<file path="src/rtl/muldiv_unit.sv">
// rtl/muldiv_unit.sv - iterative RV32M multiply/divide unit with start/busy/done handshake
module muldiv_unit #(
  parameter  int XLEN  = 32,
  localparam int CNT_W = $clog2(XLEN) + 1
) (
  input  logic            clk,
  input  logic            rst,
  input  logic            start,
  input  logic            flush,
  input  logic [2:0]      func3,
  input  logic [XLEN-1:0] op_a,
  input  logic [XLEN-1:0] op_b,
  output logic            busy,
  output logic            done,
  output logic [XLEN-1:0] result
);

  typedef enum logic [1:0] {S_IDLE, S_CALC, S_FIX, S_DONE} state_t;

  state_t            state;
  logic [2:0]        f3_q;
  logic              a_neg;
  logic              b_neg;
  logic [XLEN-1:0]   mag_a;
  logic [XLEN-1:0]   mag_b;
  logic [2*XLEN-1:0] acc;
  logic [CNT_W-1:0]  cnt;

  logic              in_a_neg;
  logic              in_b_neg;
  logic [XLEN-1:0]   in_mag_a;
  logic [XLEN-1:0]   in_mag_b;
  logic              div_zero;
  logic              div_ovf;
  logic [XLEN-1:0]   special_res;
  logic [XLEN:0]     mul_sum;
  logic [2*XLEN-1:0] mul_next;
  logic [XLEN:0]     div_shift;
  logic [XLEN:0]     div_diff;
  logic [2*XLEN-1:0] div_next;
  logic [2*XLEN-1:0] prod;
  logic [XLEN-1:0]   quot;
  logic [XLEN-1:0]   remv;
  logic [XLEN-1:0]   fix_res;

  // Decode the incoming request: operand signs, magnitudes and the short-circuit cases
  always_comb begin
    in_a_neg = 1'b0;
    in_b_neg = 1'b0;
    case (func3)
      3'b001: begin in_a_neg = op_a[XLEN-1]; in_b_neg = op_b[XLEN-1]; end
      3'b010: begin in_a_neg = op_a[XLEN-1]; end
      3'b100,
      3'b110: begin in_a_neg = op_a[XLEN-1]; in_b_neg = op_b[XLEN-1]; end
      default: begin in_a_neg = 1'b0; in_b_neg = 1'b0; end
    endcase
    in_mag_a = in_a_neg ? (~op_a + 1'b1) : op_a;
    in_mag_b = in_b_neg ? (~op_b + 1'b1) : op_b;
    div_zero = func3[2] && (op_b == '0);
    div_ovf  = func3[2] && !func3[0] && (op_a == {1'b1, {(XLEN-1){1'b0}}}) && (op_b == '1);
    special_res = '0;
    if (div_zero)
      special_res = func3[1] ? op_a : '1;
    else if (div_ovf)
      special_res = func3[1] ? '0 : op_a;
  end

  // One shift-add or restoring-division step on the shared accumulator
  always_comb begin
    // Multiply: high half accumulates, multiplier bits shift out of the low half
    mul_sum  = {1'b0, acc[2*XLEN-1:XLEN]} + (acc[0] ? {1'b0, mag_a} : '0);
    mul_next = {mul_sum, acc[XLEN-1:1]};
    // Divide: high half is the partial remainder, low half shifts dividend out / quotient in
    div_shift = acc[2*XLEN-1:XLEN-1];
    div_diff  = div_shift - {1'b0, mag_b};
    if (div_diff[XLEN])
      div_next = {div_shift[XLEN-1:0], acc[XLEN-2:0], 1'b0};
    else
      div_next = {div_diff[XLEN-1:0], acc[XLEN-2:0], 1'b1};
  end

  // Sign correction and final result selection
  always_comb begin
    prod = (a_neg ^ b_neg) ? (~acc + 1'b1) : acc;
    quot = (a_neg ^ b_neg) ? (~acc[XLEN-1:0] + 1'b1) : acc[XLEN-1:0];
    remv = a_neg ? (~acc[2*XLEN-1:XLEN] + 1'b1) : acc[2*XLEN-1:XLEN];
    case (f3_q)
      3'b000:  fix_res = prod[XLEN-1:0];
      3'b001,
      3'b010,
      3'b011:  fix_res = prod[2*XLEN-1:XLEN];
      3'b100,
      3'b101:  fix_res = quot;
      default: fix_res = remv;
    endcase
  end

  // Control FSM with registered busy/done/result
  always_ff @(posedge clk) begin
    if (rst) begin
      state  <= S_IDLE;
      busy   <= 1'b0;
      done   <= 1'b0;
      result <= '0;
      cnt    <= '0;
      f3_q   <= '0;
      a_neg  <= 1'b0;
      b_neg  <= 1'b0;
      mag_a  <= '0;
      mag_b  <= '0;
      acc    <= '0;
    end else begin
      case (state)
        S_IDLE: begin
          done <= 1'b0;
          if (start && !flush) begin
            f3_q  <= func3;
            a_neg <= in_a_neg;
            b_neg <= in_b_neg;
            mag_a <= in_mag_a;
            mag_b <= in_mag_b;
            if (div_zero || div_ovf) begin
              result <= special_res;
              done   <= 1'b1;
              state  <= S_DONE;
            end else begin
              acc   <= func3[2] ? {{XLEN{1'b0}}, in_mag_a} : {{XLEN{1'b0}}, in_mag_b};
              cnt   <= CNT_W'(XLEN);
              busy  <= 1'b1;
              state <= S_CALC;
            end
          end
        end
        S_CALC: begin
          if (flush) begin
            busy  <= 1'b0;
            state <= S_IDLE;
          end else begin
            acc <= f3_q[2] ? div_next : mul_next;
            cnt <= cnt - 1'b1;
            if (cnt == CNT_W'(1))
              state <= S_FIX;
          end
        end
        S_FIX: begin
          busy <= 1'b0;
          if (flush) begin
            state <= S_IDLE;
          end else begin
            result <= fix_res;
            done   <= 1'b1;
            state  <= S_DONE;
          end
        end
        S_DONE: begin
          done  <= 1'b0;
          state <= S_IDLE;
        end
        default: begin
          busy  <= 1'b0;
          done  <= 1'b0;
          state <= S_IDLE;
        end
      endcase
    end
  end

endmodule

</file>
<file path="config.mk">
export PLATFORM = sky130hd
export DESIGN_NAME = muldiv_unit
export DESIGN_NICKNAME = d
export VERILOG_FILES = /design/src/rtl/muldiv_unit.sv
export SDC_FILE = /design/constraint.sdc
export NUM_CORES = 1
export LEC_CHECK = 0
export BUFFER_PORTS_ARGS = -buffer_cell sky130_fd_sc_hd__buf_2
export CORE_MARGIN = 2
export CORE_UTILIZATION = 45
export CTS_CLUSTER_SIZE = 24
export DETAILED_ROUTE_END_ITERATION = 10
export PLACE_DENSITY = 0.71
export SYNTH_ARGS = -nofsm -noshare
export SYNTH_HDL_FRONTEND = slang
export SYNTH_SLANG_ARGS = --single-unit
</file>
<file path="constraint.sdc">
create_clock -name clk -period 6.07 [get_ports clk]
set_clock_uncertainty 0.1 [all_clocks]
set_input_delay 0.9105 -clock clk [delete_from_list [all_inputs] [get_ports clk]]
set_output_delay 0.9105 -clock clk [all_outputs]
set_load 0.01 [all_outputs]
</file>
==> reports/summary.log <==
INFO  outcome        run_status=complete, no violations
INFO  routing        detail_route.iter0.violations=2012
INFO  synth          syn_area=15800um^2
INFO  worst_hold_path hp-start=mag_a[0]
INFO  routing        via_count=17300
INFO  clock_network  clockBufferDepth=2
INFO  synth          yosysWarningCount=0
INFO  routing        wire_per_inst=24.0um
INFO  die            placementRows=68
INFO  synth          synth_compound_area_share=28.6%
INFO  place          port_buffers=104
INFO  synth          syn-num-nets=2308
INFO  clock_network  cts_hold_repair.buffers=0
INFO  synth          synth.top_cells.by_area=dfxtp_1 22%, ha_1 5.9%, xnor2_1 5.8%
INFO  timing         unrepaired_setup_endpoints_after_global_routing=false
INFO  cells_and_area finish.utilization=49.9%
INFO  clock_network  cts_num_sinks=175
INFO  synth          synth_seq_area_share=22.2%
INFO  synth          cell_type_contributing_the_most_total_cell_area_after_synthesis=dfxtp_1
INFO  synth          xor_xnor_fraction_of_synth_area=10.3%
INFO  clock_network  cts_max_level=4
INFO  setup_path     ff2ff_setup_slack=1850ps
INFO  die            die_w=191um
INFO  setup_path     critical_path.startpoint_type=primary input
INFO  synth          synth_top_flop_cell=dfxtp_1
INFO  timing         tightestPinTransition=1330ps
INFO  worst_hold_path hold_path_end=mag_a[0]
INFO  global_route   initial_antenna_violation_count=0
INFO  synth          synth_top_family_by_area=compound AO/OA/AOI/OAI gates
INFO  synth          avgSynthCellArea=7.31um^2
INFO  synth          synth.mux.area_fraction=4.93%
INFO  synth          ys_async_sr_fraction=0%
INFO  setup_path     cp.arrival=4640ps
INFO  timing         fin_max_slew_vios=0
INFO  setup_path     worst-path-max-fanout=37
INFO  place          final_wtd_congestion=0.987
INFO  place          dp_hpwl=48100um
INFO  timing         final.period_utilization=72.7%
INFO  synth          netlist.area_leader.share=22.2%
INFO  timing         finalSetupViolations=0
INFO  die            design.portCount=105
INFO  routing        detail_route.drc_violations=0
INFO  cells_and_area final_cell_count_no_fill=2633
INFO  synth          synthAdderAreaFrac=6.20%
INFO  power_and_ir_drop power.combinational.fraction=46.1%
INFO  clock_network  cts_made_buffers=17
INFO  routing        drt-vias-per-instance=6.55
INFO  setup_path     worst_r2r_startpoint=acc[31]
INFO  setup_path     endpoint_class_of_the_critical_path=register
INFO  setup_path     r2r-end=acc[53]
INFO  power_and_ir_drop power.density_cell_area=302nW/um^2
INFO  clock_network  post_cts_setup_buffers=0
INFO  die            die_outline_area=36600um^2
INFO  timing         hold_viol=0
INFO  timing         timing.setup.tns=0ps
INFO  power_and_ir_drop totalPowerFinal=5210uW
INFO  timing         achievable-frequency=227MHz
INFO  routing        firstDrtPassIters=6
INFO  synth          postSynthCellCount=2160
INFO  power_and_ir_drop power.leakage=0.00647uW
INFO  worst_hold_path holdPathStages=2
INFO  clock_network  cts_resized=0
INFO  synth          ys_types=80
INFO  power_and_ir_drop power.internal=2940uW
INFO  global_route   first_global_vias=15800
INFO  power_and_ir_drop seq_power_share=29.9%
INFO  cells_and_area layout.nets=2314
INFO  cells_and_area drive_gt1_share=10.2%
INFO  setup_path     path_class=in2reg
INFO  timing         timing.slew.headroom=10.8%
INFO  die            die_h=191um
INFO  synth          synthMostInstantiatedCell=nor2_1
INFO  clock_network  worst_skew_pair.late_latency=460ps
INFO  power_and_ir_drop irDropWorstVdd=0.521mV
INFO  power_and_ir_drop power.net_switching=2270uW
INFO  global_route   grt_pass1_wl=94500um
INFO  cells_and_area layout-area-overhead-vs-synth=9.33%
INFO  setup_path     ff2ff_path_depth=14
INFO  clock_network  root_buffer=clkbuf_16
INFO  routing        drt-total-wl=63200um
INFO  synth          synth-edff-count=0
INFO  clock_network  tritoncts=done
INFO  place          place.detailed.instances=2602
INFO  die            coreArea=34500um^2
INFO  synth          yosys_reg_bits=175
INFO  power_and_ir_drop pwr-share-clk=24.1%
INFO  worst_hold_path worstHoldPathType=reg2reg
INFO  synth          yosys.area_share.simple=21.9%
INFO  clock_network  clock_slew_seen_by_the_registers_of_the_worst_setup_and_hold_paths=70ps
INFO  global_route   globalRouteOverflowTotal=0
INFO  global_route   track_usage=34.0%
INFO  global_route   maximum_number_of_pins_on_one_net_before_global_route_repair=78
INFO  setup_path     timing.critical_path.required=6300ps
INFO  run            number_of_max_cap_violations=0
INFO  die            start_util=45.7%
INFO  routing        final_antenna_net_count=0
INFO  power_and_ir_drop netSwitchingFraction=43.6%
INFO  synth          post_synth_most_frequent_cells=237 x nor2_1, 175 x dfxtp_1, 165 x o21ai_0
INFO  timing         period_minus_ws_final=4410ps
[final cells by class]
cell class / count / area [um^2]
flip-flops and latches: 175 / 3500
multi-input cells: 1746 / 11400
diodes: 1 / 2.50
clock buffers: 22 / 494
fillers: 3564 / 17300
inverters: 81 / 304
repair buffers: 145 / 831
well taps: 455 / 569
clock inverters: 8 / 154
[sequential cells by signal (all words and copies together) (netlist names)]
signal  flops
result     32
acc        64
done        1
busy        1
mag_b      32
f3_q        3
cnt         6
a_neg       1
b_neg       1
state       2
mag_a      32
[power groups by stage]
stage	registers, uW	logic, uW	clock network (uW)
6_report	1550	2400	1250
5_1_grt	1580	2600	1300
4_1_cts	1550	2340	1250
3_5_place_dp	1570	2320	0
3_3_place_gp	1570	2300	0
2_1_floorplan	1490	1730	0
[cell families (layout without fill, tap and decap cells)]
| group | after synthesis | in the layout |
|---|---|---|
| simple gates | 707 | 707 |
| compound gates | 700 | 700 |
| buf+inv | 239 | 256 |
| xor+xnor | 186 | 186 |
| flops | 175 | 175 |
| fa+ha+maj | 77 | 77 |
| mux | 76 | 76 |
| other cells | 0 | 1 |
[metal layers]
layer | vias to the layer above | global-route usage, % | part of all wire [%]
met2 | 993 | 50.7 | 42
met3 | 207 | 7.38 | 9.6
met1 | 8138 | 45.7 | 42
met5 | - | 0 | 0
li1 | 7912 | - | -
met4 | 0 | 17.9 | 5.8
[per-stage QoR]
step	hold WS, ps	worst slack [ps]	instance area, um^2
after CTS	359	1760	17200
final	360	1660	17300
after global routing	381	1360	17200
after floorplan	332	2380	15800
after global placement	347	1370	16600
after detailed placement	349	1280	16600
[how the worst max path moves through the flow]
stage                 start         end  slack, ps  depth (start not counted)
CTS                 op_a[0]  result[16]       1760                         12
detailed placement  op_a[0]  result[13]       1280                         13
global placement    op_a[0]  result[13]       1370                         13
finish              op_a[0]  result[13]       1660                         13
global route        op_a[0]  result[16]       1360                         12
floorplan           acc[32]     acc[59]       2380                         15
[critical path, cell delays in order]
cell and delay [ps]:
buf_2 140, inv_1 90, ha_1 240, or4b_2 640
nor4_4 430, nand2_1 160, o31ai_2 600, a31oi_1 240
nor2_4 630, buf_4 310, nand2_1 70, o22ai_1 110
nor2_1 50
[layout by cell type, fill, tap and decap left out, types with 6 or more instances in the layout]
cell / n
nor2b_1: 19
or3_1: 20
inv_1: 81
a31oi_1: 45
buf_2: 103
nand2_1: 151
mux2i_1: 62
nand2b_1: 26
o21a_1: 14
xor2_1: 81
clkbuf_16: 17
dfxtp_1: 174
nand4_1: 28
xnor2_1: 103
nor3_1: 58
a21o_1: 26
o31ai_1: 29
and2_1: 42
a41oi_1: 6
nor2_1: 235
a21oi_1: 152
or4_1: 22
a311oi_1: 8
buf_4: 42
nand3_1: 30
o211ai_1: 23
a22oi_1: 10
o22ai_1: 24
nor4_1: 27
a211oi_1: 109
nor3b_1: 6
o21ai_0: 164
o41ai_1: 12
or2_2: 10
and3_1: 10
o221ai_1: 15
mux2_2: 14
ha_1: 75
Power figures use the tool's default switching activity.
